<file path="src/rtl/afifo_pkg.sv">
// Shared types and Gray-code helpers for the asynchronous FIFO pointer handlers.
// The helpers work on 32-bit zero-extended values, so they serve any pointer width up to 31 bits.
package afifo_pkg;

  localparam int unsigned DefPtrWidth  = 3;
  localparam int unsigned DefDataWidth = 8;

  typedef logic [DefPtrWidth:0] ptr_t;

  function automatic logic [31:0] bin2gray(input logic [31:0] b);
    return b ^ (b >> 1);
  endfunction

  function automatic logic [31:0] gray2bin(input logic [31:0] g);
    logic [31:0] b;
    b[31] = g[31];
    for (int i = 30; i >= 0; i--) begin
      b[i] = b[i+1] ^ g[i];
    end
    return b;
  endfunction

endpackage

</file>
<file path="src/rtl/rd_fwft_stage.sv">
// First-word-fall-through output stage: head register plus one skid slot behind the
// synchronous-read memory, which returns data one cycle after the fetch.
module rd_fwft_stage
  import afifo_pkg::*;
#(
  parameter int unsigned Data_Width = DefDataWidth
) (
  input  logic                  rclk,
  input  logic                  rrst_n,
  input  logic                  pop,
  input  logic                  in_valid,
  input  logic [Data_Width-1:0] in_data,
  output logic                  rvalid,
  output logic [Data_Width-1:0] rdata,
  output logic [1:0]            occ
);

  logic                  rvalid_q, rvalid_d;
  logic                  skid_valid_q, skid_valid_d;
  logic [Data_Width-1:0] rdata_q, rdata_d;
  logic [Data_Width-1:0] skid_q, skid_d;

  // The skid holds the older word, so it always drains into the head first.
  // The fetch throttle upstream guarantees the skid is free whenever it is loaded.
  always_comb begin
    rvalid_d     = rvalid_q;
    rdata_d      = rdata_q;
    skid_valid_d = skid_valid_q;
    skid_d       = skid_q;
    if (pop || !rvalid_q) begin
      if (skid_valid_q) begin
        rvalid_d     = 1'b1;
        rdata_d      = skid_q;
        skid_valid_d = in_valid;
        if (in_valid) skid_d = in_data;
      end else if (in_valid) begin
        rvalid_d = 1'b1;
        rdata_d  = in_data;
      end else begin
        rvalid_d = 1'b0;
      end
    end else if (in_valid) begin
      skid_valid_d = 1'b1;
      skid_d       = in_data;
    end
  end

  always_ff @(posedge rclk or negedge rrst_n) begin
    if (!rrst_n) begin
      rvalid_q     <= 1'b0;
      skid_valid_q <= 1'b0;
      rdata_q      <= '0;
      skid_q       <= '0;
    end else begin
      rvalid_q     <= rvalid_d;
      skid_valid_q <= skid_valid_d;
      rdata_q      <= rdata_d;
      skid_q       <= skid_d;
    end
  end

  assign rvalid = rvalid_q;
  assign rdata  = rdata_q;
  assign occ    = {1'b0, rvalid_q} + {1'b0, skid_valid_q} + {1'b0, in_valid};

endmodule

</file>
<file path="src/rtl/rptr_fwft_handler.sv">
// Read-domain pointer/flag controller for the async FIFO with a FWFT output stage,
// fill level and almost-empty status.
module rptr_fwft_handler
  import afifo_pkg::*;
#(
  parameter int unsigned Ptr_Width  = DefPtrWidth,
  parameter int unsigned Data_Width = DefDataWidth,
  parameter int unsigned AE_Thresh  = 1
) (
  input  logic                  rclk,
  input  logic                  rrst_n,
  input  logic                  r_en,
  input  logic [Ptr_Width:0]    g_wptr_sync,
  input  logic [Data_Width-1:0] mem_rdata,
  output logic                  mem_ren,
  output logic [Ptr_Width:0]    b_rptr,
  output logic [Ptr_Width:0]    g_rptr,
  output logic [Data_Width-1:0] rdata,
  output logic                  rvalid,
  output logic                  empty,
  output logic                  almost_empty,
  output logic [Ptr_Width:0]    rlevel,
  output logic                  r_underflow
);

  localparam int unsigned PW = Ptr_Width + 1;

  logic [Ptr_Width:0] b_rptr_q, b_rptr_d;
  logic [Ptr_Width:0] g_rptr_q, g_rptr_d;
  logic [Ptr_Width:0] level_q, level_d;
  logic [Ptr_Width:0] wbin;
  logic               mem_empty_q, mem_empty_d;
  logic               inflight_q;
  logic               ae_q, ae_d;
  logic               underflow_q, underflow_d;
  logic               pop, fetch;
  logic [1:0]         occ;
  logic [31:0]        g32, w32;
  logic               unused_hi;

  always_comb begin
    pop         = r_en & rvalid;
    underflow_d = r_en & ~rvalid;
    // Keep at most two words owned by the output side (head + skid incl. in-flight).
    fetch       = !mem_empty_q && ((occ - {1'b0, pop}) < 2'd2);
    b_rptr_d    = b_rptr_q + PW'(fetch);
    g32         = bin2gray(32'(b_rptr_d));
    g_rptr_d    = g32[Ptr_Width:0];
    w32         = gray2bin(32'(g_wptr_sync));
    wbin        = w32[Ptr_Width:0];
    mem_empty_d = (g_rptr_d == g_wptr_sync);
    // Unfetched memory words plus next-cycle output-side occupancy, modulo pointer range.
    level_d     = wbin - b_rptr_d + PW'(occ) - PW'(pop) + PW'(fetch);
    ae_d        = (32'(level_d) <= AE_Thresh);
  end

  assign unused_hi = ^{g32[31:PW], w32[31:PW]};

  always_ff @(posedge rclk or negedge rrst_n) begin
    if (!rrst_n) begin
      b_rptr_q    <= '0;
      g_rptr_q    <= '0;
      mem_empty_q <= 1'b1;
      inflight_q  <= 1'b0;
      level_q     <= '0;
      ae_q        <= 1'b1;
      underflow_q <= 1'b0;
    end else begin
      b_rptr_q    <= b_rptr_d;
      g_rptr_q    <= g_rptr_d;
      mem_empty_q <= mem_empty_d;
      inflight_q  <= fetch;
      level_q     <= level_d;
      ae_q        <= ae_d;
      underflow_q <= underflow_d;
    end
  end

  rd_fwft_stage #(
    .Data_Width(Data_Width)
  ) u_fwft (
    .rclk    (rclk),
    .rrst_n  (rrst_n),
    .pop     (pop),
    .in_valid(inflight_q),
    .in_data (mem_rdata),
    .rvalid  (rvalid),
    .rdata   (rdata),
    .occ     (occ)
  );

  assign mem_ren      = fetch;
  assign b_rptr       = b_rptr_q;
  assign g_rptr       = g_rptr_q;
  assign empty        = ~rvalid;
  assign almost_empty = ae_q;
  assign rlevel       = level_q;
  assign r_underflow  = underflow_q;

endmodule

</file>
<file path="config.mk">
export PLATFORM = sky130hd
export DESIGN_NAME = rptr_fwft_handler
export DESIGN_NICKNAME = d
export VERILOG_FILES = /design/src/rtl/afifo_pkg.sv /design/src/rtl/rd_fwft_stage.sv /design/src/rtl/rptr_fwft_handler.sv
export SDC_FILE = /design/constraint.sdc
export NUM_CORES = 1
export LEC_CHECK = 0
export ABC_AREA = 1
export CAP_MARGIN = 5
export CORE_UTILIZATION = 50
export CTS_CLUSTER_SIZE = 8
export DETAILED_ROUTE_END_ITERATION = 6
export HOLD_SLACK_MARGIN = 0.08
export PLACE_DENSITY = 0.79
export SLEW_MARGIN = 15
export SYNTH_ARGS = -nofsm -noshare
export SYNTH_HDL_FRONTEND = slang
export SYNTH_HIERARCHICAL = 1
export SYNTH_SLANG_ARGS = --single-unit
</file>
<file path="constraint.sdc">
create_clock -name rclk -period 5.1 [get_ports rclk]
set_input_delay 1.02 -clock rclk [delete_from_list [all_inputs] [get_ports rclk]]
set_output_delay 1.02 -clock rclk [all_outputs]
set_load 0.02 [all_outputs]
</file>
# [Word-level counts from Yosys, hierarchy flattened]
# Cells that the tools add are included.
[totals] regBits=34 input_bits=15 word_cells=47
[op_classes] order_cmp=2 reduce_logical=7 eq_ne=2 muxes=10 bitwise=7 add_sub_neg=8
[ops] op="$mux 8" count=5
[ops] op="$add 4x1->4" count=2
[ops] op="$mux 1" count=5
[ops] op="$add 4x2->4" count=1
[ops] op="$eq 4x4->1" count=1
[ops] op="$le 4x1->1 const B" count=1
[ops] op="$reduce_bool 2->1" count=2
[ops] op="$sub 4x1->4" count=1
[ops] op="$sub 4x4->4" count=1
[ops] op="$xor 4x3->4" count=1
[ops] op="$xor 1x1->1" count=3
[ops] op="$add 1x1->2" count=1
[ops] op="$add 2x1->2" count=1
[ops] op="$and 1x1->1" count=2
[ops] op="$logic_not 1->1" count=2
[ops] op="$lt 2x2->1 const B" count=1
[ops] op="$ne 2x1->1 const B" count=1
[ops] op="$reduce_and 2->1" count=1
[ops] op="$sub 2x1->2" count=1
[ops] op="$logic_and 1x1->1" count=1
[ops] op="$logic_or 1x1->1" count=1
[ops] op="$not 1->1" count=1

# [Depth between registers and ports, before layout]
[logic_depth] ltp_word=11 mapped_depth=21 ltp_nobuf=21

# [Cells and area by module]
# Netlist, hierarchy kept.
[modules_own_cells] mod="rptr_fwft_handler" seq_area_each_um2=377.9 area_per_inst_um2=1001.0 cells_each=128 n_inst=1
[modules_own_cells] mod="rd_fwft_stage" seq_area_each_um2=450.4 area_per_inst_um2=855.8 cells_each=105 n_inst=1

# [Least setup slack after synthesis]
# Ideal clock, no wire load.
[synth_path] path_kind="register to register" from="register u_fwft.rvalid_q, in the netlist u_fwft/rvalid" to="register ae_q, in the netlist almost_empty" arrival_time_ns=3.528 period_less_slack_ns=3.592 setup_time_ns=0.064 setup_slack_ns=1.508 path_stages_with_launch=15 path_cell_list="dfrtp_1 fa_1 o21ai_0 nand3_1 inv_1 ha_1 ha_1 inv_1 nand3_1 nand2_1 ha_1 fa_1 xor2_1 or2_2 nor2_2"
[synth_via] elab_chain_cells=11 elab_cells_between_ends=12 classes_between="add/sub (8); order compare (2); bitwise (1); reduce/logical (1)"
[synth_lines] element="from (decl)" line="rd_fwft_stage.sv:18" rtl="logic rvalid_q, rvalid_d;"
[synth_lines] element="from (signal assigned)" line="rd_fwft_stage.sv:55" rtl="rvalid_q <= rvalid_d;"
[synth_lines] element="$add 1x1->2 *" line="rd_fwft_stage.sv:64" rtl="assign occ = {1'b0, rvalid_q} + {1'b0, skid_valid_q} + {1'b0, in_valid};"
[synth_lines] element="$add 2x1->2 *" line="rd_fwft_stage.sv:64"
[synth_lines] element="named net occ[0]" line="rptr_fwft_handler.sv:37" rtl="logic [1:0] occ;"
[synth_lines] element="$sub 2x1->2 *" line="rptr_fwft_handler.sv:45" rtl="fetch = !mem_empty_q && ((occ - {1'b0, pop}) < 2'd2);"
[synth_lines] element="$lt 2x2->1 *" line="rptr_fwft_handler.sv:45"
[synth_lines] element="$logic_and 1x1->1 *" line="rptr_fwft_handler.sv:45"
[synth_lines] element="named net mem_ren" line="rptr_fwft_handler.sv:15" rtl="output logic mem_ren,"
[synth_lines] element="$add 4x1->4" line="rptr_fwft_handler.sv:46" rtl="b_rptr_d = b_rptr_q + PW'(fetch);"
[synth_lines] element="$sub 4x4->4" line="rptr_fwft_handler.sv:53" rtl="level_d = wbin - b_rptr_d + PW'(occ) - PW'(pop) + PW'(fetch);"
[synth_lines] element="$add 4x2->4" line="rptr_fwft_handler.sv:53"
[synth_lines] element="$sub 4x1->4" line="rptr_fwft_handler.sv:53"
[synth_lines] element="$add 4x1->4 *" line="rptr_fwft_handler.sv:53"
[synth_lines] element="named net level_d[2]" line="rptr_fwft_handler.sv:30" rtl="logic [Ptr_Width:0] level_q, level_d;"
[synth_lines] element="$le 4x1->1 *" line="rptr_fwft_handler.sv:54" rtl="ae_d = (32'(level_d) <= AE_Thresh);"
[synth_lines] element="named net ae_d" line="rptr_fwft_handler.sv:34" rtl="logic ae_q, ae_d;"
[synth_lines] element="to (signal assigned)" line="rptr_fwft_handler.sv:66" rtl="ae_q <= 1'b1;"
[synth_lines] element="to (signal assigned)" line="rptr_fwft_handler.sv:74" rtl="ae_q <= ae_d;"
[synth_lines] element="to (decl)" line="rptr_fwft_handler.sv:34"
# The timed path passes the listed nets; every way through them passes the cells marked *.
# A chain may end at the register's enable or synchronous reset.

# [Worst setup path after layout]
[layout_path] from="register inflight_q" to="register ae_q, in the netlist almost_empty"
[layout_via] elab_chain_cells=10
[layout_lines] element="from (decl)" line="rptr_fwft_handler.sv:33" rtl="logic inflight_q;"
[layout_lines] element="from (signal assigned)" line="rptr_fwft_handler.sv:72" rtl="inflight_q <= fetch;"
[layout_lines] element="$add 2x1->2" line="rd_fwft_stage.sv:64"
[layout_lines] element="named net occ[0]" line="rptr_fwft_handler.sv:37"
[layout_lines] element="$sub 2x1->2" line="rptr_fwft_handler.sv:45"
[layout_lines] element="$lt 2x2->1" line="rptr_fwft_handler.sv:45"
[layout_lines] element="$logic_and 1x1->1" line="rptr_fwft_handler.sv:45"
[layout_lines] element="$add 4x1->4" line="rptr_fwft_handler.sv:46"
[layout_lines] element="named net b_rptr_d[2]" line="rptr_fwft_handler.sv:28" rtl="logic [Ptr_Width:0] b_rptr_q, b_rptr_d;"
[layout_lines] element="$sub 4x4->4" line="rptr_fwft_handler.sv:53"
[layout_lines] element="$add 4x2->4" line="rptr_fwft_handler.sv:53"
[layout_lines] element="$sub 4x1->4" line="rptr_fwft_handler.sv:53"
[layout_lines] element="$add 4x1->4" line="rptr_fwft_handler.sv:53"
[layout_lines] element="named net level_d[3]" line="rptr_fwft_handler.sv:30"
[layout_lines] element="$le 4x1->1" line="rptr_fwft_handler.sv:54"
[layout_lines] element="named net ae_d" line="rptr_fwft_handler.sv:34"
# The timed path passes the listed nets, and every way through them passes these cells.

==> reports/qor.txt <==
Most used cell along the critical path - nand2_1
Mux cell area share after synthesis - 0
Core box area - 3442 um2
Layout fillers - 289
FF+latch count, synth - 33
Mapped Area - 1857 um2
Crit Path Category - flop to flop
Final min period - 3916 ps
Worst EP required - 5320 ps
Final Net Count - 303
Pre-CTS setup slack - 892.6 ps
Die area - 3961 um2
Worst setup EP type - flop
Slew @ Worst Pin - 587.1 ps
Fmax - 255.4 MHz
Setup ws final - 1184 ps
XOR/XNOR share of the synthesized area - 0.02830
Worst-Skew Late Latency - 280 ps
DR vias/cell - 4.796
Pin count of the biggest net entering global routing - 34
Vias post-DR - 1,554
Wire per inst - 11.57 um
GRT overflow - 0
Ports - 40
CP Max Fanout - 12
Slew margin rel. - 0.6086
Die width - 62.94 um
Fraction of layout cells with a size suffix above 1 - 0.07914
Final wirelength - 3.748 mm
Hold path cells - 2
Max-Cap Viols - 0
Final core utilization - 0.6881
Port Buf Inserts - 39
DRT Pass-1 Iters - 4
Startpoint Class - flop
Worst Path Arrival - 4140 ps
Post-Synth Adder-Cell Area - 0.09030
Syn nets - 259
Leading area contributor after synthesis - dfrtp_1
DR DRC count - 0
Post-CTS sizing - 0
Clk_skew - 2.704 ps
Hpwl dp - 2.893 mm
Crit-path cells - fa_1 > o21ai_0 > nand3_1 > inv_1 > ha_1 > ha_1 > inv_1 > nand2_1 > nand2_1 > ha_1 > ha_1 > a21oi_1 > nand2_1 > nand2_1 > nand2_1 > nand2_1 > nand2_2 > nor2_2
Fin. Hold Viols - 0
H-tree Lvls - 2
# rows - 21
Synth Flop Type - dfrtp_1
Cts bufs inserted - 5
Vias in the first global route - 1,568
Initial Utilization - 0.5394
Cells after Synth - 233
Initial detailed-routing violation count - 73
Layout area overhead - 27.56%
Seq/Total Area, Yosys - 0.4461
CP max-delay cell - dfrtp_1
First-pass GRT wire length - 7.024 mm
Initial antenna violation count - 0
CTS tree - done
Slowest cell delay on critical path - 720 ps
Diodes inserted - 0
Largest family of logic cells by synthesized area - simple AND/OR/NAND/NOR gates
Most common cell in the netlist - nand2_1
Total Routing Usage GR - 0.2300
Synth Area in Compound Gates - 0.01685
Max Slew Vio Count - 0
Synth Warn # - 6
R2R depth - 18
Clock Path Buffers - 2
Hold_buf cts - 0
Number of setup buffers added after CTS - 0
R2R Setup Slk - 1180 ps
Final setup TNS - 0 ps
Routability congestion estimate - 0.7802
Clock transition at path regs - 60 ps
Asr flop ratio synth - 1.000
Final Cycle Share - 0.7678
Synth Area in Simple Gates - 0.3578
Post-synth top cells - nand2_1 (106), dfrtp_1 (31), nand3_1 (28)
Post-synth top area share - 0.4178
Yosys cell types - 23
RSZ-0062 raised after global routing - no
Worst hold path type - flop to flop
EDFF count, synth - 0
Antenna viol nets, final - 0
Hold Worst Slack - 470.2 ps
Clk root buf - clkbuf_8
Status - completed
Sink Count - 33
Setup violators final - 0
Die height - 62.94 um
Top cells by area, synth - dfrtp_1 (42%), nand2_1 (21%), nand3_1 (7.5%), ha_1 (4.7%), inv_1 (4.4%)
Avg Inst Size Synth - 7.969 um2
==> registers in the layout, indices dropped and copies added, names as in the netlist <==
name	count
almost_empty	1
b_rptr	4
inflight_q	1
rlevel	4
g_rptr	3
mem_empty_q	1
u_fwft/rvalid	1
u_fwft/skid_valid_q	1
u_fwft/skid_q	8
r_underflow	1
u_fwft/rdata	8
==> final timing paths <==
path	startpoint	endpoint
min reg2reg	u_fwft/skid_q[1]	u_fwft/skid_q[1]
min in group asynchronous	rrst_n	u_fwft/rdata[3]
max reg2reg	inflight_q	almost_empty
min	u_fwft/skid_q[1]	u_fwft/skid_q[1]
max in group asynchronous	rrst_n	almost_empty
max	inflight_q	almost_empty
==> metal layers <==
| metal | part of all wire | wire (um) | up-vias | global-route usage |
|---|---|---|---|---|
| met4 | 0.023 | 88 | 0 | 0.1047 |
| li1 | - | - | 816 | - |
| met1 | 0.45 | 1676 | 697 | 0.2807 |
| met3 | 0.041 | 153 | 8 | 0.05474 |
| met5 | 0 | 0 | - | 0 |
| met2 | 0.49 | 1829 | 33 | 0.3817 |
==> kinds of logic after synthesis <==
logic type / count (synthesis)
flops: 33
buf+inv: 26
simple gates: 153
xor+xnor: 6
compound gates: 4
fa+ha+maj: 11
==> critical path, delay by kind of cell (launching register included) <==
kind,cells,cell delay [ps]
AO/OA/AOI/OAI,2,500
adder cells (fa/ha/maj),5,1690
buffers and inverters,2,210
flip-flops,1,720
AND/OR/NAND/NOR,9,740
==> final cells by class <==
type	count	area (um2)	area share
flip-flops and latches	33	828.3	0.3497
repair buffers	40	397.9	0.1680
clock buffers	6	72.57	0.03064
multi-input cells	174	915.9	0.3867
inverters	23	86.33	0.03645
well taps	46	57.56	0.02430
clock inverters	2	10.01	0.004226
==> placed cells by master, fill, tap and decap left out, types with 3 or more instances in the layout <==
cell,n
nand3_1,28
clkdlybuf4s50_1,39
inv_1,22
clkbuf_8,5
xor2_1,4
nand2_2,5
nand4_1,3
ha_1,7
fa_1,4
nor2_1,4
dfrtp_1,31
nand2_1,106
==> per-stage QoR <==
stage	instances	cell area, um2
5_1_grt	324	2369
3_5_place_dp	316	2286
6_report	324	2369
3_3_place_gp	316	2286
4_1_cts	324	2369
2_1_floorplan	233	1857
Power is left out: the tool's default activity adds up to more than one toggle a clock period on the data nets, which glitch-free logic cannot reach.
